### config.mk
export PLATFORM = sky130hd
export DESIGN_NAME = cam_window_decimator
export DESIGN_NICKNAME = d
export VERILOG_FILES = /design/src/rtl/cam_window_decimator.sv
export SDC_FILE = /design/constraint.sdc
export NUM_CORES = 1
export LEC_CHECK = 0
export CAP_MARGIN = 20
export CORE_MARGIN = 1.5
export CORE_UTILIZATION = 61
export DETAILED_ROUTE_END_ITERATION = 10
export GPL_TIMING_DRIVEN = 0
export HOLD_SLACK_MARGIN = 0.03
export PLACE_DENSITY = 0.86
export SYNTH_ARGS = -nofsm -noshare
export SYNTH_HDL_FRONTEND = slang
export SYNTH_SLANG_ARGS = --single-unit
export TNS_END_PERCENT = 5
### constraint.sdc
create_clock -name p_clock -period 5.9 [get_ports p_clock]
set_input_delay 1.18 -clock p_clock [delete_from_list [all_inputs] [get_ports p_clock]]
set_output_delay 1.18 -clock p_clock [all_outputs]
set_load 0.02 [all_outputs]
### src/rtl/cam_window_decimator.sv
// Camera pixel conditioner: crops each sensor frame to a programmable window,
// decimates by 2^decim_log2 in x and y, and regenerates vsync/href/p_data.
module cam_window_decimator #(
  parameter int unsigned BYTES_PER_PIX = 2,
  parameter int unsigned COL_W         = 11,
  parameter int unsigned ROW_W         = 10
) (
  input  logic             p_clock,
  input  logic             resetn,
  input  logic             enable,
  input  logic [COL_W-1:0] x_start,
  input  logic [COL_W-1:0] x_len,
  input  logic [ROW_W-1:0] y_start,
  input  logic [ROW_W-1:0] y_len,
  input  logic [1:0]       decim_log2,
  input  logic             vsync_in,
  input  logic             href_in,
  input  logic [7:0]       p_data_in,
  output logic             vsync_out,
  output logic             href_out,
  output logic [7:0]       p_data_out,
  output logic             frame_done,
  output logic [23:0]      frame_bytes
);

  localparam int unsigned BI_W  = (BYTES_PER_PIX > 1) ? $clog2(BYTES_PER_PIX) : 1;
  localparam int unsigned CNT_W = 24;
  localparam logic [BI_W-1:0] BI_LAST = BI_W'(BYTES_PER_PIX - 1);

  localparam logic [1:0] ST_WAIT_VS = 2'd0;
  localparam logic [1:0] ST_VSYNC   = 2'd1;
  localparam logic [1:0] ST_ACTIVE  = 2'd2;

  logic [1:0]       state_q, state_d;
  logic             vs1_q, hr1_q, vs2_q, hr2_q;
  logic [7:0]       pd1_q;
  logic [COL_W-1:0] col_q, col_d, xs_q, xs_d, xl_q, xl_d;
  logic [ROW_W-1:0] row_q, row_d, ys_q, ys_d, yl_q, yl_d;
  logic [BI_W-1:0]  bidx_q, bidx_d;
  logic [1:0]       dec_q, dec_d;
  logic [CNT_W-1:0] cnt_q, cnt_d, frame_bytes_q, frame_bytes_d;
  logic             vsync_out_q, vsync_out_d, href_out_q, href_out_d;
  logic             frame_done_q, frame_done_d;
  logic [7:0]       p_data_out_q, p_data_out_d;

  logic             vs_rise, vs_fall, hr_fall;
  logic [COL_W:0]   x_end;
  logic [ROW_W:0]   y_end;
  logic [COL_W-1:0] x_off, x_mask;
  logic [ROW_W-1:0] y_off, y_mask;
  logic             x_in, y_in, dec_ok, pix_ok;

  assign vs_rise = vs1_q & ~vs2_q;
  assign vs_fall = ~vs1_q & vs2_q;
  assign hr_fall = ~hr1_q & hr2_q;

  // Window and decimation qualification of the current pixel (extra bit avoids wrap)
  assign x_end  = {1'b0, xs_q} + {1'b0, xl_q};
  assign y_end  = {1'b0, ys_q} + {1'b0, yl_q};
  assign x_in   = (col_q >= xs_q) && ({1'b0, col_q} < x_end);
  assign y_in   = (row_q >= ys_q) && ({1'b0, row_q} < y_end);
  assign x_off  = col_q - xs_q;
  assign y_off  = row_q - ys_q;
  assign x_mask = ~({COL_W{1'b1}} << dec_q);
  assign y_mask = ~({ROW_W{1'b1}} << dec_q);
  assign dec_ok = ((x_off & x_mask) == '0) && ((y_off & y_mask) == '0);
  assign pix_ok = x_in && y_in && dec_ok;

  always_comb begin
    state_d       = state_q;
    col_d         = col_q;
    row_d         = row_q;
    bidx_d        = bidx_q;
    xs_d          = xs_q;
    xl_d          = xl_q;
    ys_d          = ys_q;
    yl_d          = yl_q;
    dec_d         = dec_q;
    cnt_d         = cnt_q;
    frame_bytes_d = frame_bytes_q;
    frame_done_d  = 1'b0;
    href_out_d    = 1'b0;
    p_data_out_d  = pd1_q;
    vsync_out_d   = (state_q != ST_WAIT_VS) && vs1_q;
    if (!enable) begin
      state_d = ST_WAIT_VS;
    end else begin
      case (state_q)
        ST_WAIT_VS: begin
          if (vs_rise) state_d = ST_VSYNC;
        end
        ST_VSYNC: begin
          xs_d   = x_start;
          xl_d   = x_len;
          ys_d   = y_start;
          yl_d   = y_len;
          dec_d  = decim_log2;
          row_d  = '0;
          col_d  = '0;
          bidx_d = '0;
          cnt_d  = '0;
          if (vs_fall) state_d = ST_ACTIVE;
        end
        ST_ACTIVE: begin
          // vsync wins over a coincident href byte
          if (vs_rise) begin
            frame_done_d = (cnt_q != '0);
            if (cnt_q != '0) frame_bytes_d = cnt_q;
            state_d = ST_VSYNC;
          end else if (hr_fall) begin
            col_d  = '0;
            bidx_d = '0;
            if (row_q != '1) row_d = row_q + ROW_W'(1);
          end else if (hr1_q) begin
            href_out_d = pix_ok;
            if (pix_ok && (cnt_q != '1)) cnt_d = cnt_q + CNT_W'(1);
            if (bidx_q == BI_LAST) begin
              bidx_d = '0;
              if (col_q != '1) col_d = col_q + COL_W'(1);
            end else begin
              bidx_d = bidx_q + BI_W'(1);
            end
          end
        end
        default: state_d = ST_WAIT_VS;
      endcase
    end
  end

  always_ff @(posedge p_clock or negedge resetn) begin
    if (!resetn) begin
      state_q       <= ST_WAIT_VS;
      vs1_q         <= 1'b0;
      hr1_q         <= 1'b0;
      pd1_q         <= '0;
      vs2_q         <= 1'b0;
      hr2_q         <= 1'b0;
      col_q         <= '0;
      row_q         <= '0;
      bidx_q        <= '0;
      xs_q          <= '0;
      xl_q          <= '0;
      ys_q          <= '0;
      yl_q          <= '0;
      dec_q         <= '0;
      cnt_q         <= '0;
      frame_bytes_q <= '0;
      frame_done_q  <= 1'b0;
      href_out_q    <= 1'b0;
      vsync_out_q   <= 1'b0;
      p_data_out_q  <= '0;
    end else begin
      state_q       <= state_d;
      vs1_q         <= vsync_in;
      hr1_q         <= href_in;
      pd1_q         <= p_data_in;
      vs2_q         <= vs1_q;
      hr2_q         <= hr1_q;
      col_q         <= col_d;
      row_q         <= row_d;
      bidx_q        <= bidx_d;
      xs_q          <= xs_d;
      xl_q          <= xl_d;
      ys_q          <= ys_d;
      yl_q          <= yl_d;
      dec_q         <= dec_d;
      cnt_q         <= cnt_d;
      frame_bytes_q <= frame_bytes_d;
      frame_done_q  <= frame_done_d;
      href_out_q    <= href_out_d;
      vsync_out_q   <= vsync_out_d;
      p_data_out_q  <= p_data_out_d;
    end
  end

  assign vsync_out   = vsync_out_q;
  assign href_out    = href_out_q;
  assign p_data_out  = p_data_out_q;
  assign frame_done  = frame_done_q;
  assign frame_bytes = frame_bytes_q;

endmodule

After elaboration in Yosys (flattened, before gate mapping)
Index checks and enable logic that the tools add are counted.

Register bits: 139. Latch bits: 0. Memory bits (writable): 0. Memory bits (read-only): 0. Input port bits: 57. Logic and storage cells: 113. Memories kept: 0.

Add/sub/neg operators: 8. Multiply operators: 0. Divide/modulo/power cells: 0. Magnitude comparators: 4. Equality and inequality tests: 16. Shift operators: 2. Multiplexer cells: 32. Bitwise logic cells: 10. Reduce and logical (&&, ||, !) cells: 21.

Operator list (number): 24-bit two-way mux (4); 11-bit two-way mux (5); 24-bit case mux with 2 select lines (1); 10-bit two-way mux (3); 24-bit by 1-bit adder with 24-bit output, second input constant (1); 24-bit inequality test, second input constant (1); 24-bit nonzero test (1); 11-bit case mux with 2 select lines (1); 10-bit case mux with 2 select lines (1); 11-bit by 11-bit adder with 12-bit output (1); 11-bit by 12-bit less-than comparator with 1-bit output (1); 1-bit two-way mux (12); 2-bit inequality test, second input constant (6); 3-bit inequality test, second input constant (4); 6-bit AND reduction (2); 10-bit by 10-bit adder with 11-bit output (1); 11-bit by 1-bit adder with 11-bit output, second input constant (1); 11-bit bitwise AND (1); 11-bit greater-or-equal comparator (1); 11-bit zero test (1); 10-bit by 11-bit less-than comparator with 1-bit output (1); 11-bit inequality test, second input constant (1); 11-bit inverter (1); 11-bit by 2-bit << shifter with 11-bit output, first input constant (1); 25 further kinds (40).

Depth between registers and ports, before layout
Gate-level depths: netlist (run 1).

Depth after elaboration: 12. Gate-level depth with buffers: 18.

Least setup slack after synthesis (run 1)
No wires, ideal clock.

Path type: register to register. Start: register xs_q[0]. End: register cnt_q[1]. Library setup time: 120 ps. Arrival: 3839 ps. Path slack: 1940 ps. Cell stages (with the launch flop): 17. Period minus slack after synthesis: 3960 ps. Cells stage by stage: dfrtp_1 > ha_1 > fa_1 > a21o_1 > a21oi_1 > o21bai_1 > a2111oi_0 > o31ai_1 > a21oi_1 > xor2_1 > ha_1 > a2111oi_0 > a21o_1 > o21a_1 > clkbuf_1 > a211oi_1 > a41o_1.

Word-level cells in the longest chain between the ends: 8. Elaborated cells on any way between the ends: 13. Those cells by class: add/sub (2); order compare (2); eq/ne (1); bitwise (1); reduce/logical (7).

RTL lines: start: declaration (RTL line 37) `logic [COL_W-1:0] col_q, col_d, xs_q, xs_d, xl_q, xl_d;`; start signal: assignment (RTL line 162) `xs_q <= xs_d;`; 11-bit by 11-bit adder with 12-bit output or 11-bit subtractor (tied branches) (RTL line 58, 62); 11-bit by 12-bit less-than comparator with 1-bit output or 11-bit bitwise AND (tied branches) (RTL line 60, 66); 1-bit logical AND or 11-bit zero test (tied branches) (RTL line 60, 66); 1-bit logical AND, on equally long branches (RTL line 67, 66); 1-bit logical AND * (RTL line 67) `assign pix_ok = x_in && y_in && dec_ok;`; 1-bit logical AND * (RTL line 116) `if (pix_ok && (cnt_q != '1)) cnt_d = cnt_q + CNT_W'(1);`; 2-bit inequality test (no line) *; 6-bit AND reduction (no line) *; end signal: assignment (RTL line 167) `cnt_q <= cnt_d;`; end: declaration (RTL line 41) `logic [CNT_W-1:0] cnt_q, cnt_d, frame_bytes_q, frame_bytes_d;`.

Every way passes the cells marked *; elsewhere a longest branch is shown, timed or not. A chain may end at the register's enable or synchronous reset.

Worst setup path after layout (run 1)
Start: register xs_q[0]. End: register cnt_q[9].

The elaborated chain is that of the path after synthesis.

==> impl_metrics.py, run 1 <==
metrics = {
    "run_status": {
        "status": "complete, no violations",
    },
    "floorplan": {
        "start_util_pct": 63.3,
        "die_h_um": 115,
        "floorplan.rows": 40,
        "core_area_mm2": 0.0121,
        "die_x_um": 115,
        "fp.dieArea_mm2": 0.0132,
        "io_pins": 92,
    },
    "worst_setup_path": {
        "crit_path_max_fanout": 10,
        "critPathRequiredTime_ns": 6.24,
        "r2r_slack_ns": 0.72,
        "startpoint_type": "flip-flop",
        "path_cells": "ha_1 -> fa_1 -> a21o_1 -> a21oi_1 -> o21bai_1 -> a2111oi_0 -> o31ai_1 -> a21oi_1 -> xor2_1 -> ha_1 -> o21ai_0 -> nor2_1 -> o221ai_1 -> a21o_1 -> o21ai_1 -> o21ai_2 -> buf_4 -> a31oi_1",
        "crit_arrival_ns": 5.52,
        "slowest_stage": "a2111oi_0",
        "critPathMaxStageDelay_ns": 0.74,
        "worstSetupEndpointType": "flip-flop",
        "worst-setup-path-type": "flip-flop to flip-flop",
    },
    "cts": {
        "postCtsResizedCells": 0,
        "clk_latency_ns": 0.43,
        "htreeDepth": 4,
        "cts_buffer_depth": 2,
        "clockRootBuffer": "clkbuf_16",
        "cts_setup_buffers": 0,
        "clk_pin_slew_ns": 0.06,
        "numClockSinks": 139,
        "numCtsBuffers": 17,
        "holdBufCountCts": 0,
        "cts_tree": "built",
    },
    "drt": {
        "ant_nets": 0,
        "dr.pass1.iters": 6,
        "drc": 0,
        "vias_per_cell": 5.80,
        "wl_per_cell_um": 16.4,
        "wl_mm": 18.7,
        "dr_total_vias": 6618,
        "first_iter_violations": 638,
    },
    "finish": {
        "n_antenna_cell": 0,
        "syn_to_final_growth_pct": 22.7,
        "fin_nets": 1086,
        "drive_above_1_share_pct": 5.14,
        "fill_cells": 843,
    },
    "timing": {
        "skew_ns": 0.00661,
        "fin_crit_sh_pct": 87.9,
        "hold_violations": 0,
        "period_minus_slack_ns": 5.18,
        "hold_ws_ns": 0.349,
        "fmax_ghz": 0.193,
        "tns_ns": 0,
        "worstMarginPinSlew_ns": 0.919,
        "slew_violations": 0,
        "rsz0062_at_grt": "no",
        "setup_viol": 0,
        "setup_slack_ns": 0.716,
        "slew_headroom_pct": 37.1,
    },
    "global_routing": {
        "overflow": 0,
        "grt_pass1_wl_mm": 31.1,
        "grt_max_degree": 80,
        "groute.usage.overall_pct": 30.4,
        "grt_pass1_vias": 6352,
        "antenna_found_initial": 0,
    },
    "synthesis": {
        "syn_avg_cell_area_um2": 9.03,
        "ys_seq_area_share_pct": 45.4,
        "synth_nets": 975,
        "ys_warn_count": 0,
        "synth-edff-count": 0,
        "synth_top_area_cell": "dfrtp_1",
        "ys_async_sr_fraction_pct": 100,
        "netlist.area_leader.share_pct": 45.4,
        "ys_ff_latch": 139,
        "synth_cell_type_count": 57,
        "synth_area_leaders": "dfrtp_1 (45%), ha_1 (11%), nand2_1 (10%), o21ai_0 (4.0%), a21oi_1 (2.4%)",
        "yosysMostFrequentCell": "nand2_1",
        "ys.flop_type": "dfrtp_1",
        "postSynthCellCount": 849,
        "synth_common_cells": "nand2_1 (204), dfrtp_1 (139), ha_1 (65), o21ai_0 (62), inv_1 (43)",
        "synth_area_mm2": 0.00767,
    },
    "pwr": {
        "vdd.ir_drop.worst_uv": 283,
        "power_density_mw_per_mm2": 327,
        "p_leak_nw": 4.36,
        "power_mw": 3.08,
    },
    "place": {
        "io_buffers": 90,
        "dp_hpwl_mm": 12.7,
        "preCtsSetupSlack_ns": 1.20,
        "routabilityCongestion": 0.935,
    },
    "worst_hold_path": {
        "hold_class": "flip-flop to flip-flop",
    },
    "job": {
        "timing.max_cap.violations": 0,
    },
}
-- kinds of logic after synthesis --
| group | share of synthesized area [%] |
|---|---|
| AO/OA/AOI/OAI | 15.1 |
| XOR/XNOR | 3.20 |
| adder cells (fa/ha/maj) | 11.7 |
| buffers and inverters | 3.77 |
| flip-flops | 45.4 |
| AND/OR/NAND/NOR | 20.9 |
-- worst max-delay path: cells and delay by family, from the launching register on --
kind | cells | cell delay, ns
adders and majority gates | 3 | 0.98
DFF | 1 | 0.43
and+or+nand+nor | 1 | 0.11
xor gates and xnor gates | 1 | 0.11
AOI/OAI and AO/OA | 12 | 3.24
buffers and inverters | 1 | 0.22
-- sequential cells by signal, summed over array words and instances (netlist names), 2 cells and up --
register      flops
xl_q             11
yl_q             10
xs_q             11
row_q            10
p_data_out_d      8
frame_bytes      24
col_q            11
dec_q             2
ys_q             10
cnt_q            24
state_q           2
p_data_out        8
-- area by class of cell --
| type | count | area [um^2] | share of cell area [%] |
|---|---|---|---|
| timing repair buffer | 92 | 935 | 9.94 |
| clock inverter | 13 | 141 | 1.50 |
| clock buffer | 19 | 453 | 4.82 |
| multi-input combinational | 636 | 3900 | 41.5 |
| tap | 168 | 210 | 2.23 |
| sequential | 139 | 3480 | 37.0 |
| buffer | 31 | 128 | 1.36 |
| inverter | 43 | 161 | 1.72 |
-- metrics by stage --
step,area (um^2),std cells,utilization [%]
2_1_floorplan,7670,849,-
4_1_cts,9400,1140,77.6
6_report,9410,1141,77.7
5_1_grt,9410,1141,77.7
3_3_place_gp,8780,1107,72.5
3_5_place_dp,8810,1108,72.7
-- power by group --
group          internal (mW)  total, mW  switching, mW
sequential              1.05       1.13         0.0766
combinational          0.373      0.872          0.499
clock                  0.647       1.07          0.428
-- metal layers --
layer | track usage, % | up-vias | part of all wire, % | routed length (um)
met4 | 12.8 | 0 | 2.6 | 488
li1 | - | 3194 | - | -
met2 | 45.0 | 247 | 46 | 8610
met5 | 0 | - | 0 | 0
met1 | 42.3 | 3116 | 45 | 8350
met3 | 8.70 | 61 | 6.5 | 1210
-- final timing paths --
path	endpoint	startpoint	cells after the start
setup / recovery	cnt_q[9]$_DFFE_PN0P_	xs_q[0]$_DFFE_PN0P_	18
hold / removal	p_data_out[2]$_DFF_PN0_	p_data_out_d[2]$_DFF_PN0_	0
setup reg to reg	cnt_q[9]$_DFFE_PN0P_	xs_q[0]$_DFFE_PN0P_	18
hold reg to reg	p_data_out[2]$_DFF_PN0_	p_data_out_d[2]$_DFF_PN0_	0
max in group asynchronous	col_q[3]$_DFFE_PN0P_	resetn	2
min in group asynchronous	p_data_out_d[1]$_DFF_PN0_	resetn	1
-- placed cells by master (no fill, tap or decap), types with 26 or more instances in the layout --
master / instances
nand2_1: 204
dfrtp_1: 139
clkdlybuf4s50_1: 89
ha_1: 65
o21ai_0: 62
inv_1: 43
a21oi_1: 37
nor2_1: 36
nand3_1: 27
a31oi_1: 26
Note: power is estimated with default switching activity, not from simulation.
==> run 2, diff against run 1 <==
--- a/config.mk
+++ b/config.mk
@@ -5,13 +5,14 @@
 export SDC_FILE = /design/constraint.sdc
 export NUM_CORES = 1
 export LEC_CHECK = 0
-export CAP_MARGIN = 20
+export CAP_MARGIN = 0
 export CORE_MARGIN = 1.5
-export CORE_UTILIZATION = 61
+export CORE_UTILIZATION = 51
 export DETAILED_ROUTE_END_ITERATION = 10
+export GPL_ROUTABILITY_DRIVEN = 0
 export GPL_TIMING_DRIVEN = 0
 export HOLD_SLACK_MARGIN = 0.03
-export PLACE_DENSITY = 0.86
+export PLACE_DENSITY = 0.77
 export SYNTH_ARGS = -nofsm -noshare
 export SYNTH_HDL_FRONTEND = slang
 export SYNTH_SLANG_ARGS = --single-unit
==> constraint.sdc (replaced) <==
create_clock -name p_clock -period 4.65 [get_ports p_clock]
set_input_delay 0.93 -clock p_clock [delete_from_list [all_inputs] [get_ports p_clock]]
set_output_delay 0.93 -clock p_clock [all_outputs]
set_load 0.02 [all_outputs]
==> impl_metrics.py, run 2 (same netlist as run 1, synthesis figures left out) <==
metrics = {
    "worst_setup_path": {
        "crit_path_max_fanout": 10,
        "critPathRequiredTime_ns": 4.98,
        "worst-setup-path-type": "flip-flop to flip-flop",
        "startpoint_type": "flip-flop",
        "worstSetupEndpointType": "flip-flop",
        "crit_arrival_ns": 4.85,
    },
    "floorplan": {
        "die_x_um": 126,
        "die_h_um": 126,
        "io_pins": 92,
        "fp.dieArea_mm2": 0.0158,
        "core_area_mm2": 0.0146,
        "floorplan.rows": 44,
        "start_util_pct": 52.5,
    },
    "finish": {
        "design_area_mm2": 0.00950,
        "syn_to_final_growth_pct": 24.0,
        "layout.cells.most_common_list": "nand2_1 (204), dfrtp_1 (139), clkdlybuf4s50_1 (89), ha_1 (65), o21ai_0 (62)",
        "final_common_cell": "nand2_1",
        "n_antenna_cell": 0,
        "fill_cells": 1212,
        "fin_nets": 1086,
        "drive_above_1_share_pct": 5.56,
    },
    "timing": {
        "tns_ns": 0,
        "worstMarginPinSlew_ns": 1.15,
        "slew_headroom_pct": 23.3,
        "hold_violations": 0,
        "setup_viol": 0,
        "fin_crit_sh_pct": 97.2,
        "skew_ns": 0.00997,
        "slew_violations": 0,
        "period_minus_slack_ns": 4.52,
        "fmax_ghz": 0.221,
        "hold_ws_ns": 0.350,
    },
    "cts": {
        "htreeDepth": 4,
        "cts_buffer_depth": 2,
        "numCtsBuffers": 17,
        "clk_latency_ns": 0.43,
        "clockRootBuffer": "clkbuf_16",
        "clk_pin_slew_ns": 0.06,
        "cts_tree": "built",
        "numClockSinks": 139,
        "holdBufCountCts": 0,
    },
    "drt": {
        "ant_nets": 0,
        "dr_total_vias": 6531,
        "wl_per_cell_um": 16.0,
        "first_iter_violations": 531,
        "vias_per_cell": 5.65,
        "drc": 0,
        "wl_mm": 18.5,
        "dr.pass1.iters": 5,
    },
    "global_routing": {
        "overflow": 0,
        "grt_pass1_vias": 6337,
        "grt_pass1_wl_mm": 30.8,
        "groute.usage.overall_pct": 24.3,
        "antenna_found_initial": 0,
        "grt_max_degree": 98,
    },
    "place": {
        "io_buffers": 90,
        "dp_hpwl_mm": 13.0,
        "place_area_mm2": 0.00883,
    },
    "pwr": {
        "power_mw": 3.99,
        "clockPowerShare_pct": 37.3,
        "vdd.ir_drop.worst_uv": 265,
        "power.internal_mw": 2.77,
        "p_sw_share_pct": 30.5,
        "combPwrFrac_pct": 26.6,
        "switchingPower_mw": 1.22,
        "power_frac_seq_pct": 36.0,
        "p_leak_nw": 4.40,
        "power_density_mw_per_mm2": 420,
    },
    "job": {
        "timing.max_cap.violations": 0,
    },
    "run_status": {
        "status": "complete, no violations",
    },
    "worst_hold_path": {
        "hold_class": "flip-flop to flip-flop",
    },
}
## run 2: cell types whose count changed in the layout (fill, tap and decap cells not counted)
cell | before | now
o21ai_1 | 2 | 1
clkbuf_1 | 24 | 22
bufinv_16 | 2 | 5
clkbuf_8 | 2 | 1
buf_4 | 2 | 3
inv_6 | 3 | 0
clkinvlp_4 | 3 | 2
o21ai_4 | 0 | 1
clkbuf_2 | 2 | 3
a2111oi_2 | 0 | 3
a2111oi_0 | 4 | 1
## run 2: critical path: stages (launching register included)
cell       delay (ns)
dfrtp_1          0.44
ha_1             0.26
fa_1             0.42
a21o_1           0.18
a21oi_1          0.23
o21bai_1         0.14
a2111oi_2        0.45
o31ai_1          0.16
a21oi_1          0.19
xor2_1           0.09
ha_1             0.32
o21ai_0          0.11
nor2_1           0.10
o221ai_1         0.17
a21o_1           0.25
o21ai_4          0.37
o21ai_2          0.11
buf_4            0.21
a31oi_1          0.23
## run 2: path summary, 6_finish.rpt
path / startpoint / endpoint / slack [ns] / cells after the start
min in group asynchronous: resetn / p_data_out[4]$_DFF_PN0_ / 0.41 / 1
worst max-delay path: xs_q[0]$_DFFE_PN0P_ / cnt_q[21]$_DFFE_PN0P_ / 0.13 / 18
worst min register to register: p_data_out_d[6]$_DFF_PN0_ / p_data_out[6]$_DFF_PN0_ / 0.35 / 0
worst min-delay path: p_data_out_d[6]$_DFF_PN0_ / p_data_out[6]$_DFF_PN0_ / 0.35 / 0
max in group asynchronous: resetn / xs_q[3]$_DFFE_PN0P_ / 3.43 / 2
worst max register to register: xs_q[0]$_DFFE_PN0P_ / cnt_q[21]$_DFFE_PN0P_ / 0.13 / 18
## run 2: final cells by class
cell class / count / area (um^2) / share of cell area (%)
multi-input cells: 636 / 3930 / 41.3
flip-flops and latches: 139 / 3480 / 36.6
repair buffers: 92 / 937 / 9.86
clock buffers: 18 / 439 / 4.62
well taps: 184 / 230 / 2.42
clock inverters: 12 / 198 / 2.08
inverters: 43 / 161 / 1.70
plain buffers: 31 / 130 / 1.37
## run 2: routing by layer
metal	share of wire, %	routed length (um)	track usage (%)
met5	0	0	0
met4	1.4	253	8.96
met2	47	8730	37.9
met1	46	8470	32.8
met3	5.6	1040	6.33
## run 2: repair_timing
| action | CTS | global route |
|---|---|---|
| pin swaps | 0 | 1 |
| resized for setup | 4 | 6 |
| buffers inserted | 0 | 1 |
| setup endpoints to repair | 25 | 25 |
## run 2: power by group through the flow
stage,clock network [mW],registers (mW),logic [mW]
after floorplan,0,1.44,0.749
after global placement,0,1.45,0.997
after detailed placement,0,1.45,1.03
after CTS,1.50,1.44,1.05
after global routing,1.55,1.45,1.22
final,1.49,1.44,1.06
## run 2: through the flow
step	util [%]	cells	worst slack [ns]
after floorplan	-	849	0.690
after global placement	60.3	1123	-2.84
after detailed placement	60.5	1124	-0.233
after CTS	64.9	1154	0.0332
after global routing	65.1	1155	-0.0220
final	65.1	1155	0.131
==> run 3, diff against run 2 <==
--- a/config.mk
+++ b/config.mk
@@ -5,14 +5,15 @@
 export SDC_FILE = /design/constraint.sdc
 export NUM_CORES = 1
 export LEC_CHECK = 0
+export ABC_AREA = 1
 export CAP_MARGIN = 0
 export CORE_MARGIN = 1.5
-export CORE_UTILIZATION = 51
+export CORE_UTILIZATION = 52
 export DETAILED_ROUTE_END_ITERATION = 10
 export GPL_ROUTABILITY_DRIVEN = 0
 export GPL_TIMING_DRIVEN = 0
 export HOLD_SLACK_MARGIN = 0.03
-export PLACE_DENSITY = 0.77
+export PLACE_DENSITY = 0.78
 export SYNTH_ARGS = -nofsm -noshare
 export SYNTH_HDL_FRONTEND = slang
 export SYNTH_SLANG_ARGS = --single-unit
==> impl_metrics.py, run 3 <==
metrics = {
    "run_status": {
        "status": "complete, no violations",
    },
    "place": {
        "dp_hpwl_mm": 14.2,
        "preCtsSetupSlack_ns": 1.15,
        "place_inst": 1303,
        "io_buffers": 91,
    },
    "timing": {
        "skew_ns": 0.0101,
        "hold_ws_ns": 0.346,
        "fmax_ghz": 0.283,
        "setup_slack_ns": 1.11,
        "setup_viol": 0,
        "worstMarginPinSlew_ns": 0.658,
        "period_minus_slack_ns": 3.54,
        "rsz0062_at_grt": "no",
        "hold_violations": 0,
        "slew_violations": 0,
        "slew_headroom_pct": 56.1,
        "fin_crit_sh_pct": 76.1,
    },
    "worst_hold_path": {
        "hold_class": "flip-flop to flip-flop",
        "min-delay-start": "p_data_out_d[4]$_DFF_PN0_",
        "hold_path_end": "p_data_out[4]$_DFF_PN0_",
        "hold_depth": 0,
    },
    "cts": {
        "clk_pin_slew_ns": 0.06,
        "numCtsBuffers": 17,
        "clockRootBuffer": "clkbuf_16",
        "htreeDepth": 4,
        "cts_buffer_depth": 2,
        "postCtsResizedCells": 0,
        "numClockSinks": 139,
        "cts_tree": "built",
        "cts_setup_buffers": 0,
        "clk_latency_ns": 0.43,
        "holdBufCountCts": 0,
    },
    "synthesis": {
        "ys_ff_latch": 139,
        "netlist.area_leader.share_pct": 43.0,
        "synth_area_leaders": "dfrtp_1 (43%), nand2_1 (14%), ha_1 (10%), inv_1 (5.7%), nor2_1 (3.8%)",
        "ys_async_sr_fraction_pct": 100,
        "synth_common_cells": "nand2_1 (292), dfrtp_1 (139), inv_1 (122), nor2_1 (82), ha_1 (65)",
        "syn_avg_cell_area_um2": 7.90,
        "synth_nets": 1149,
        "ys_warn_count": 0,
        "synth_area_mm2": 0.00808,
        "postSynthCellCount": 1023,
        "synth_cell_type_count": 44,
        "yosysMostFrequentCell": "nand2_1",
        "ys.flop_type": "dfrtp_1",
        "synth-edff-count": 0,
        "ys_seq_area_share_pct": 43.0,
        "synth_top_area_cell": "dfrtp_1",
    },
    "worst_setup_path": {
        "critPathMaxStageDelay_ns": 0.42,
        "worst-setup-path-type": "flip-flop to flip-flop",
        "startpoint_type": "flip-flop",
        "path_cells": "ha_1 -> fa_1 -> nand3_1 -> nand2_1 -> nand4_1 -> o211ai_1 -> nand2_1 -> nand2_1 -> a21oi_1 -> xor2_1 -> ha_1 -> inv_1 -> o21bai_1 -> nand4_1 -> nand3_1 -> nor2_2 -> nand4_2 -> nand2_4 -> nand2_4 -> buf_6 -> nand2_1 -> nand2_1",
        "crit_arrival_ns": 3.85,
        "worstSetupEndpointType": "flip-flop",
        "r2r_end": "cnt_q[3]$_DFFE_PN0P_",
        "r2r_slack_ns": 1.11,
        "critPathRequiredTime_ns": 4.96,
        "rr_startpoint": "xs_q[0]$_DFFE_PN0P_",
        "slowest_stage": "dfrtp_1",
        "crit_family": "simple AND/OR/NAND/NOR gates",
        "cp_num_buf_inv": 2,
        "crit_path_max_fanout": 10,
        "crit_top_cell": "nand2_1",
        "rr_worst_depth": 22,
    },
    "drt": {
        "first_iter_violations": 432,
        "dr_total_vias": 7058,
        "wl_mm": 19.4,
        "vias_per_cell": 5.29,
        "ant_nets": 0,
        "dr.pass1.iters": 5,
        "drc": 0,
        "wl_per_cell_um": 14.6,
    },
    "floorplan": {
        "core_area_mm2": 0.0152,
        "floorplan.rows": 45,
        "die_h_um": 128,
        "fp.dieArea_mm2": 0.0163,
        "die_x_um": 128,
        "start_util_pct": 53.2,
        "io_pins": 92,
    },
    "pwr": {
        "p_leak_nw": 4.76,
        "power_mw": 3.99,
        "vdd.ir_drop.worst_uv": 280,
        "power_density_mw_per_mm2": 403,
    },
    "finish": {
        "final_common_cell": "nand2_1",
        "fin_cells": 1335,
        "n_antenna_cell": 0,
        "syn_to_final_growth_pct": 22.4,
        "layout.cells.most_common_list": "nand2_1 (292), dfrtp_1 (139), inv_1 (122), clkdlybuf4s50_1 (90), nor2_1 (82)",
        "fin_nets": 1260,
        "drive_above_1_share_pct": 5.32,
    },
    "global_routing": {
        "grt_max_degree": 72,
        "groute.usage.overall_pct": 25.1,
        "antenna_found_initial": 0,
        "overflow": 0,
        "grt_pass1_vias": 6834,
        "grt_pass1_wl_mm": 32.4,
    },
    "job": {
        "timing.max_cap.violations": 0,
    },
}
## run 3: cell types whose count changed after synthesis, moves of 11 or more
cell,previous run,this run
inv_1,43,122
nor2_1,36,82
nand4_1,8,20
and3_1,13,2
a31oi_1,26,5
nand2_1,204,292
nand3_1,27,59
## run 3: worst register-to-register path: cells and delay by family (launching register included)
| family | cells | cell delay (ns) |
|---|---|---|
| xor+xnor | 1 | 0.21 |
| buf+inv | 2 | 0.25 |
| compound gates | 3 | 0.37 |
| fa+ha+maj | 3 | 0.92 |
| simple gates | 13 | 1.28 |
| flops | 1 | 0.42 |
## run 3: routing by layer
layer	GRT usage (%)	share of wire [%]
met5	0	0
met4	8.79	2.1
met3	5.09	4.8
met2	41.7	47
met1	32.9	46
## run 3: worst max-delay path by stage
stage,startpoint,end,cells after the start
CTS,xs_q[0]$_DFFE_PN0P_,cnt_q[16]$_DFFE_PN0P_,21
finish,xs_q[0]$_DFFE_PN0P_,cnt_q[3]$_DFFE_PN0P_,22
global route,xs_q[0]$_DFFE_PN0P_,cnt_q[10]$_DFFE_PN0P_,21
detailed placement,xs_q[0]$_DFFE_PN0P_,cnt_q[3]$_DFFE_PN0P_,22
global placement,resetn,cnt_q[13]$_DFFE_PN0P_,1
floorplan,xs_q[0]$_DFFE_PN0P_,cnt_q[14]$_DFFE_PN0P_,22
## run 3: power breakdown
part           internal, mW  leakage, nW  switching, mW
Clock                 0.908        0.303          0.555
Sequential             1.33         1.82         0.0897
Combinational         0.454         2.64          0.653
## run 3: area by class of cell
type                    count  area, um^2
repair buffers             92         940
flip-flops and latches    139        3480
inverters                 125         469
multi-input cells         732        4010
well taps                 188         235
fillers                  1274        5310
clock buffers              17         425
clock inverters            15         211
plain buffers              27         130
## run 3: cell families (layout without fill, tap and decap cells)
kind of cell    Yosys count  count (layout)  share of synthesized area [%]
simple gates            501             501                           26.5
compound gates          134             134                           8.95
xor+xnor                 28              28                           3.03
flops                   139             139                           43.0
fa+ha+maj                69              69                           11.1
buf+inv                 152             276                           7.41
## run 3: stage by stage
stage                     TNS [ns]  instance area [um^2]  util, %
after floorplan                  0                  8080        -
after global placement     -404.12                  9230     60.7
after global routing             0                  9900     65.1
after detailed placement         0                  9260     60.9
after CTS                        0                  9900     65.1
final                            0                  9900     65.1
